## src/rtl/io_pkg.sv

```systemverilog
// Shared widths, default depths and pointer sizing for the IO port responder.
// No logic; no latency or backpressure of its own.
package io_pkg;

  localparam int IO_DATA_W   = 16;
  localparam int IO_TX_DEPTH = 4;
  localparam int IO_RX_DEPTH = 4;

  function automatic int ptr_w(input int depth);
    return (depth <= 2) ? 1 : $clog2(depth);
  endfunction

endpackage

```

## src/rtl/io_sync_fifo.sv

```systemverilog
// Single-clock FWFT FIFO: a pushed word is on dout the cycle after the push.
// Push is refused when full unless a pop lands in the same cycle; pop is ignored when empty.
import io_pkg::*;

module io_sync_fifo #(
  parameter int WIDTH = 16,
  parameter int DEPTH = 4,
  localparam int PW = ptr_w(DEPTH),
  localparam int CW = PW + 1
) (
  input  logic             clk,
  input  logic             rst_n,
  input  logic             push,
  input  logic             pop,
  input  logic [WIDTH-1:0] din,
  output logic [WIDTH-1:0] dout,
  output logic [CW-1:0]    count,
  output logic             full,
  output logic             empty
);

  logic [WIDTH-1:0] mem [DEPTH];
  logic [PW-1:0]    wr_ptr;
  logic [PW-1:0]    rd_ptr;
  logic             push_ok;
  logic             pop_ok;

  assign empty   = (count == '0);
  assign full    = (count == CW'(DEPTH));
  assign pop_ok  = pop && !empty;
  assign push_ok = push && (!full || pop_ok);

  // Forced to zero when empty so stale storage never leaks onto the bus.
  assign dout = empty ? '0 : mem[rd_ptr];

  always_ff @(posedge clk) begin
    if (push_ok) begin
      mem[wr_ptr] <= din;
    end
  end

  // Pointers wrap naturally because DEPTH is a power of two.
  always_ff @(posedge clk or negedge rst_n) begin
    if (!rst_n) begin
      wr_ptr <= '0;
      rd_ptr <= '0;
      count  <= '0;
    end else begin
      if (push_ok) begin
        wr_ptr <= wr_ptr + PW'(1);
      end
      if (pop_ok) begin
        rd_ptr <= rd_ptr + PW'(1);
      end
      case ({push_ok, pop_ok})
        2'b10:   count <= count + CW'(1);
        2'b01:   count <= count - CW'(1);
        default: count <= count;
      endcase
    end
  end

endmodule

```

## src/rtl/io_port_responder.sv

```systemverilog
// Far end of the CPU IN/OUT port pair: OUT words to the TX FIFO, external words via the RX FIFO to IN; FWFT, one-cycle latency.
// Backpressure: ext_rx_ready drops when RX is full; OUT while TX is full is dropped and flagged, IN while RX is empty is flagged.
import io_pkg::*;

module io_port_responder #(
  parameter int DATA_W   = IO_DATA_W,
  parameter int TX_DEPTH = IO_TX_DEPTH,
  parameter int RX_DEPTH = IO_RX_DEPTH,
  localparam int TX_CW = ptr_w(TX_DEPTH) + 1,
  localparam int RX_CW = ptr_w(RX_DEPTH) + 1
) (
  input  logic              clk,
  input  logic              reset,
  input  logic [DATA_W-1:0] cpu_out_data,
  input  logic              cpu_out_we,
  output logic [DATA_W-1:0] cpu_in_data,
  input  logic              cpu_in_re,
  output logic              cpu_in_valid,
  output logic [DATA_W-1:0] ext_tx_data,
  output logic              ext_tx_valid,
  input  logic              ext_tx_ready,
  input  logic [DATA_W-1:0] ext_rx_data,
  input  logic              ext_rx_valid,
  output logic              ext_rx_ready,
  output logic              tx_full,
  input  logic              err_clr,
  output logic              tx_overflow,
  output logic              rx_underrun
);

  logic [TX_CW-1:0]  tx_count;
  logic              tx_empty;
  logic              tx_pop;
  logic [RX_CW-1:0]  rx_count;
  logic              rx_empty;
  logic              rx_full;
  logic              rx_push;
  logic              rx_pop;
  logic [DATA_W-1:0] rx_head;
  logic [DATA_W-1:0] last_rd;
  logic              tx_drop;
  logic              rx_starve;

  assign ext_tx_valid = !tx_empty;
  assign tx_pop       = ext_tx_valid && ext_tx_ready;

  io_sync_fifo #(.WIDTH(DATA_W), .DEPTH(TX_DEPTH)) u_tx_fifo (
    .clk   (clk),
    .rst_n (reset),
    .push  (cpu_out_we),
    .pop   (tx_pop),
    .din   (cpu_out_data),
    .dout  (ext_tx_data),
    .count (tx_count),
    .full  (tx_full),
    .empty (tx_empty)
  );

  // Ready is a pure function of stored occupancy, so it never depends on cpu_in_re.
  assign ext_rx_ready = !rx_full;
  assign rx_push      = ext_rx_valid && ext_rx_ready;
  assign cpu_in_valid = !rx_empty;
  assign rx_pop       = cpu_in_re && !rx_empty;

  io_sync_fifo #(.WIDTH(DATA_W), .DEPTH(RX_DEPTH)) u_rx_fifo (
    .clk   (clk),
    .rst_n (reset),
    .push  (rx_push),
    .pop   (rx_pop),
    .din   (ext_rx_data),
    .dout  (rx_head),
    .count (rx_count),
    .full  (rx_full),
    .empty (rx_empty)
  );

  // With RX drained, the CPU keeps seeing the last word it consumed.
  assign cpu_in_data = rx_empty ? last_rd : rx_head;

  assign tx_drop   = cpu_out_we && (tx_count == TX_CW'(TX_DEPTH)) && !tx_pop;
  assign rx_starve = cpu_in_re && (rx_count == '0);

  always_ff @(posedge clk or negedge reset) begin
    if (!reset) begin
      last_rd     <= '0;
      tx_overflow <= 1'b0;
      rx_underrun <= 1'b0;
    end else begin
      if (rx_pop) begin
        last_rd <= rx_head;
      end
      // A fresh error event outranks a clear in the same cycle.
      tx_overflow <= tx_drop   || (tx_overflow && !err_clr);
      rx_underrun <= rx_starve || (rx_underrun && !err_clr);
    end
  end

endmodule

```

## config.mk

```make
export PLATFORM = sky130hd
export DESIGN_NAME = io_port_responder
export DESIGN_NICKNAME = d
export VERILOG_FILES = /design/src/rtl/io_pkg.sv /design/src/rtl/io_sync_fifo.sv /design/src/rtl/io_port_responder.sv
export SDC_FILE = /design/constraint.sdc
export NUM_CORES = 1
export LEC_CHECK = 0
export CAP_MARGIN = 30
export CORE_ASPECT_RATIO = 0.9
export CORE_MARGIN = 5
export CORE_UTILIZATION = 45
export CTS_CLUSTER_SIZE = 8
export DETAILED_ROUTE_END_ITERATION = 12
export GPL_ROUTABILITY_DRIVEN = 0
export MAX_ROUTING_LAYER = met4
export PLACE_DENSITY_LB_ADDON = 0.1
export SETUP_SLACK_MARGIN = 0.4
export SLEW_MARGIN = 20
export SYNTH_ARGS = -nofsm -noshare
export SYNTH_HDL_FRONTEND = slang
export SYNTH_SLANG_ARGS = --single-unit
```

## constraint.sdc

```tcl
create_clock -name clk -period 2.8 [get_ports clk]
set_input_delay 0.42 -clock clk [delete_from_list [all_inputs] [get_ports clk]]
set_output_delay 0.42 -clock clk [all_outputs]
set_load 0.01 [all_outputs]
```

==> flow_summary.json, run 1 <==
{
  "netlist_instances": 322,
  "dr.pass1.iters": 4,
  "synth_top_area_cell": "edfxtp_1",
  "grt_pass1_vias": 3435,
  "final-hold-violation-count": 0,
  "portBuffers": 76,
  "dp_slack_ns": 0.256,
  "ys_ff_latch": 160,
  "syn_nets": 373,
  "setup_viol_count_final": 0,
  "grt_pass1_wl_um": 18800,
  "synth_top_area_share": 0.593,
  "synth_most_common_cell": "edfxtp_1",
  "yosys_warnings": 0,
  "finalWorstSetupSlack_ns": 0.378,
  "p_per_area_nw_per_um2": 1160,
  "min_period_ns": 2.42,
  "worstPathMaxFanout": 8,
  "dieArea_um2": 16900,
  "finalClockSkew_ns": 0.0122,
  "crit_required_ns": 2.38,
  "core_area_um2": 14100,
  "startpoint_type": "register",
  "grt_overflow": 0,
  "slew_violations": 0,
  "synth_cell_types": 28,
  "async_flop_share": 0.200,
  "die_h_um": 124,
  "vias": 3209,
  "netlist_area_um2": 6480,
  "antenna_found_initial": 0,
  "area_growth_pct": 28.1,
  "synthTopCellsByArea": "edfxtp_1 59%, dfrtp_1 12%, mux4_2 8.3%, mux2_2 5.9%, mux4_1 3.2%",
  "initialDrtViolationCount": 178,
  "wl_um": 12200,
  "clockBufferDepth": 2,
  "worstMarginPinSlew_ns": 0.932,
  "num_antenna_cells": 0,
  "drc": 0,
  "wl_per_cell_um": 18.9,
  "cts_made_buffers": 17,
  "min-delay-path-class": "in2async",
  "synth_edf_count": 128,
  "cts_root_buf": "clkbuf_16",
  "cts_hold_buffers": 0,
  "outcome": "finished clean",
  "viasPerCell": 4.99,
  "cts_tree": "done",
  "worstPathArrival_ns": 2.00,
  "crit_path_end_kind": "output port",
  "p_leak_nw": 3.11,
  "finalSetupTns_ns": 0,
  "finalNonFillerCells": 643,
  "path_clk_slew_ns": 0.06,
  "fmax_ghz": 0.413,
  "period_share": 0.865,
  "cts.sinks": 160,
  "yosys_most_used_dff": "edfxtp_1",
  "dp_cells": 593,
  "grt_use_total": 0.159,
  "peakVddDrop_mv": 0.547,
  "drv_cap": 0,
  "path_class": "reg2out",
  "grt_setup_unrepaired": "yes",
  "maxSlewHeadroom": 0.379,
  "drive_above_1_share": 0.378,
  "clock_latency_ns": 0.42,
  "rows": 41,
  "grt_max_degree": 33,
  "cts.htree.levels": 4,
  "ant_nets": 0,
  "ioPinCount": 77,
  "dp_hpwl_um": 7410,
  "synth_commonest_cells": "128 x edfxtp_1, 34 x mux2_2, 32 x dfrtp_1, 24 x mux4_2, 21 x and2_1",
  "synth_seq_area_share": 0.717,
  "fp.dieW_um": 136,
  "nNetsFinal": 488,
  "syn_area_per_cell_um2": 20.1,
  "initial_core_util": 0.461
}
[cell type report]
| type | count | area (um2) |
|---|---|---|
| fill | 1099 | 5760 |
| multi-input combinational | 133 | 1710 |
| sequential | 160 | 4650 |
| clock buffer | 25 | 485 |
| tap | 193 | 241 |
| timing repair buffer | 110 | 1050 |
| clock inverter | 7 | 109 |
| inverter | 15 | 56.3 |
[stage by stage]
stage | utilization | hold slack (ns) | area, um2 | total power (W)
2_1_floorplan | - | 0.124 | 6480 | 0.00552
3_3_place_gp | 0.535 | 0.482 | 7510 | 0.00690
6_report | 0.590 | 0.0968 | 8300 | 0.00959
5_1_grt | 0.590 | 0.167 | 8300 | 0.0101
4_1_cts | 0.589 | 0.120 | 8270 | 0.00954
3_5_place_dp | 0.535 | 0.492 | 7510 | 0.00697
[registers in the layout (all words and copies together), names as in the netlist, 2 cells and up]
register / flops
u_rx_fifo.wr_ptr: 2
u_tx_fifo.mem: 64
u_rx_fifo.count: 3
u_rx_fifo.rd_ptr: 2
u_tx_fifo.rd_ptr: 2
u_rx_fifo.mem: 64
u_tx_fifo.wr_ptr: 2
u_tx_fifo.count: 3
last_rd: 16
[metal layers]
layer  global-route usage  vias to the layer above  share of wire
met5                    -                        -              0
met4               0.0554                        0          0.015
met3               0.0517                       14          0.045
met2                0.258                       72           0.51
met1                0.189                     1645           0.43
li1                     -                     1478              -
[power by group]
| part | leakage (nW) | switching (W) | internal (W) | total, W |
|---|---|---|---|---|
| clock network | 0.293 | 0.000841 | 0.00147 | 0.00231 |
| registers | 1.55 | 0.000252 | 0.00323 | 0.00349 |
| logic | 1.27 | 0.00162 | 0.00218 | 0.00380 |
[worst max-delay path: stages (launching register included)]
cell	delay (ns)
dfrtp_2	0.40
buf_6	0.11
buf_12	0.13
mux4_2	0.52
mux2_4	0.30
buf_6	0.13
[cell usage in the layout, fill, tap and decap left out, types with 3 or more instances in the layout]
master / n
clkbuf_1: 5
bufinv_16: 3
clkinv_2: 3
inv_1: 15
and2_4: 4
xor2_1: 6
clkbuf_16: 17
and3_1: 5
ha_1: 10
dfrtp_2: 4
buf_4: 23
mux2_2: 21
xnor2_1: 6
clkbuf_8: 3
mux4_2: 32
and2_1: 18
edfxtp_1: 128
mux2_4: 13
buf_6: 20
buf_16: 3
clkdlybuf4s50_1: 43
dfrtp_1: 28
nand2_1: 3
buf_2: 8
clkbuf_2: 11
[logic make-up (layout without fill, tap and decap cells)]
logic type,Yosys count,in the layout,share of synthesized area
adder cells (fa/ha/maj),12,12,0.0255
AO/OA/AOI/OAI,4,4,0.00386
XOR/XNOR,12,12,0.0162
buffers and inverters,29,157,0.0251
AND/OR/NAND/NOR,38,38,0.0357
flip-flops,160,160,0.717
multiplexers,67,67,0.177
[what timing repair did]
| action | CTS | global route |
|---|---|---|
| setup endpoints to repair | 35 | 34 |
| gates cloned | 3 | 0 |
| gates resized for setup | 126 | 46 |
| buffers inserted | 12 | 3 |
[final timing paths]
path / from / to / slack (ns) / cells after the start
max in group asynchronous: reset / u_tx_fifo.rd_ptr[1] / 2.14 / 1
hold reg to reg: last_rd[15] / last_rd[15] / 0.50 / 1
setup reg to reg: u_rx_fifo.count[1] / u_rx_fifo.count[2] / 0.53 / 10
hold / removal: reset / last_rd[11] / 0.1 / 1
setup / recovery: u_rx_fifo.rd_ptr[0] / cpu_in_data[10] / 0.38 / 5
min in group clk: last_rd[15] / last_rd[15] / 0.50 / 1
(Power assumes the default switching activity.)
==> inputs of run 2 (changes only) <==
- CORE_MARGIN: 5 -> 2
==> run 2 against run 1 <==
Net effect: cell area up 1.6%; first-iteration DRC count is 34% higher; via count shrank 0.22%; die area shrank 9.0%; clock skew is 0.0053 ns lower; utilization grew 0.93 points; global-route usage rose by 0.95 points; non-clock buffer count increased by 1; clock power rose by 2%; total power grew 1.9%; largest cell class unchanged.
==> flow_summary.json, run 2 (synthesized netlist as in run 1, its figures left out) <==
{
  "cts.sinks": 160,
  "fp.dieW_um": 130,
  "finalSetupTns_ns": 0,
  "ant_nets": 0,
  "final_util": 0.600,
  "final-hold-violation-count": 0,
  "outcome": "finished clean",
  "cts_hold_buffers": 0,
  "grt_setup_unrepaired": "yes",
  "path_clk_slew_ns": 0.06,
  "core_area_um2": 14100,
  "crit_required_ns": 2.38,
  "grt_use_total": 0.168,
  "p_per_area_nw_per_um2": 1160,
  "setup_viol_count_final": 0,
  "worstPathArrival_ns": 2.04,
  "peakVddDrop_mv": 0.609,
  "reg2reg_depth": 9,
  "finalPower_w": 0.00978,
  "wl_per_cell_um": 18.1,
  "drive_above_1_share": 0.381,
  "portBuffers": 76,
  "drc": 0,
  "nNetsFinal": 489,
  "startpoint": "u_rx_fifo.rd_ptr[0]",
  "grt_overflow": 0,
  "rr_endpoint": "u_rx_fifo.count[2]",
  "initialDrtViolationCount": 239,
  "final_common_cell": "edfxtp_1",
  "cts_tree": "done",
  "clock_latency_ns": 0.42,
  "grt_pass1_vias": 3374,
  "min_period_ns": 2.46,
  "cts.htree.levels": 4,
  "num_antenna_cells": 0,
  "min-delay-path-class": "in2async",
  "slew_violations": 0,
  "path_class": "reg2out",
  "r2r_start": "u_rx_fifo.count[1]",
  "viasPerCell": 4.97,
  "ioPinCount": 77,
  "antenna_found_initial": 0,
  "dp_hpwl_um": 6830,
  "layout_common_cells": "128 x edfxtp_1, 43 x clkdlybuf4s50_1, 32 x mux4_2, 26 x dfrtp_1",
  "finalClockSkew_ns": 0.00687,
  "die_h_um": 118,
  "fmax_ghz": 0.406,
  "reg.largest.list": "u_rx_fifo.mem (64), u_tx_fifo.mem (64), last_rd (16)",
  "ff2ff_setup_slack_ns": 0.57,
  "worstMarginPinSlew_ns": 0.797,
  "vias": 3202,
  "wl_um": 11700,
  "cts_root_buf": "clkbuf_16",
  "grt_pass1_wl_um": 18200,
  "crit_path_end_kind": "output port",
  "initial_core_util": 0.461,
  "period_share": 0.880,
  "clockBufferDepth": 2,
  "rows": 41,
  "area_growth_pct": 30.1,
  "fillers": 1092,
  "cts_made_buffers": 17,
  "startpoint_type": "register",
  "worstPathMaxFanout": 6,
  "maxSlewHeadroom": 0.469,
  "p_leak_nw": 3.15,
  "drv_cap": 0,
  "grt_max_degree": 33,
  "dr.pass1.iters": 4,
  "dieArea_um2": 15400
}
## run 2: changes by cell type in the layout (fill, tap and decap cells not counted), moves of 3 or more
cell        previous run  this run
buf_4                 23        18
buf_12                 2         6
clkinvlp_4             0         3
clkbuf_1               5         2
buf_8                  0         3
buf_2                  8         4
## run 2: power by group
group          total (W)  switching (W)  internal [W]
sequential       0.00351       0.000277       0.00323
combinational    0.00391        0.00159       0.00232
clock            0.00236       0.000861       0.00149
total            0.00978        0.00273       0.00705
## run 2: final cells by class
cell class / instances / area (um2) / share of cell area
clock buffer: 23 / 488 / 0.0579
clock inverter: 9 / 130 / 0.0154
inverter: 15 / 56.3 / 0.00668
multi-input combinational: 133 / 1720 / 0.204
sequential: 160 / 4650 / 0.552
tap: 193 / 241 / 0.0287
timing repair buffer: 111 / 1140 / 0.136
## run 2: how the worst max path moves through the flow
stage | to | cells past startpoint | slack, ns
CTS | cpu_in_data[14] | 5 | 0.24
floorplan | u_rx_fifo.count[2] | 9 | 0.66
global route | cpu_in_data[7] | 6 | 0.27
detailed placement | u_tx_fifo.count[2] | 10 | 0.17
finish | cpu_in_data[11] | 6 | 0.34
global placement | u_tx_fifo.count[2] | 10 | 0.24
## run 2: worst max-delay path, stage by stage, from the launching register on
cell and delay [ns]:
dfrtp_2 0.42, buf_6 0.13, buf_16 0.13, buf_4 0.13, mux4_2 0.42, mux2_4 0.29
buf_6 0.12
## run 2: what timing repair did
item                       CTS  global route
cloned                       3             0
pin swaps                    1             0
setup buffers               12             5
setup endpoints to repair   34            32
gates resized for setup    101            73
## run 2: metrics by stage
stage	cell area [um2]	cells	hold slack, ns	setup slack (ns)
final	8430	644	0.0948	0.336
after global routing	8430	644	0.146	0.270
after CTS	8280	639	0.117	0.235
after detailed placement	7510	592	0.495	0.169
after global placement	7510	592	0.485	0.244
after floorplan	6480	322	0.124	0.664
## run 2: routing by layer
metal / part of all wire / GRT usage / up-vias
met1: 0.43 / 0.206 / 1652
met5: 0 / - / -
li1: - / - / 1476
met4: 0.0084 / 0.0459 / 0
met2: 0.51 / 0.272 / 66
met3: 0.049 / 0.0545 / 8
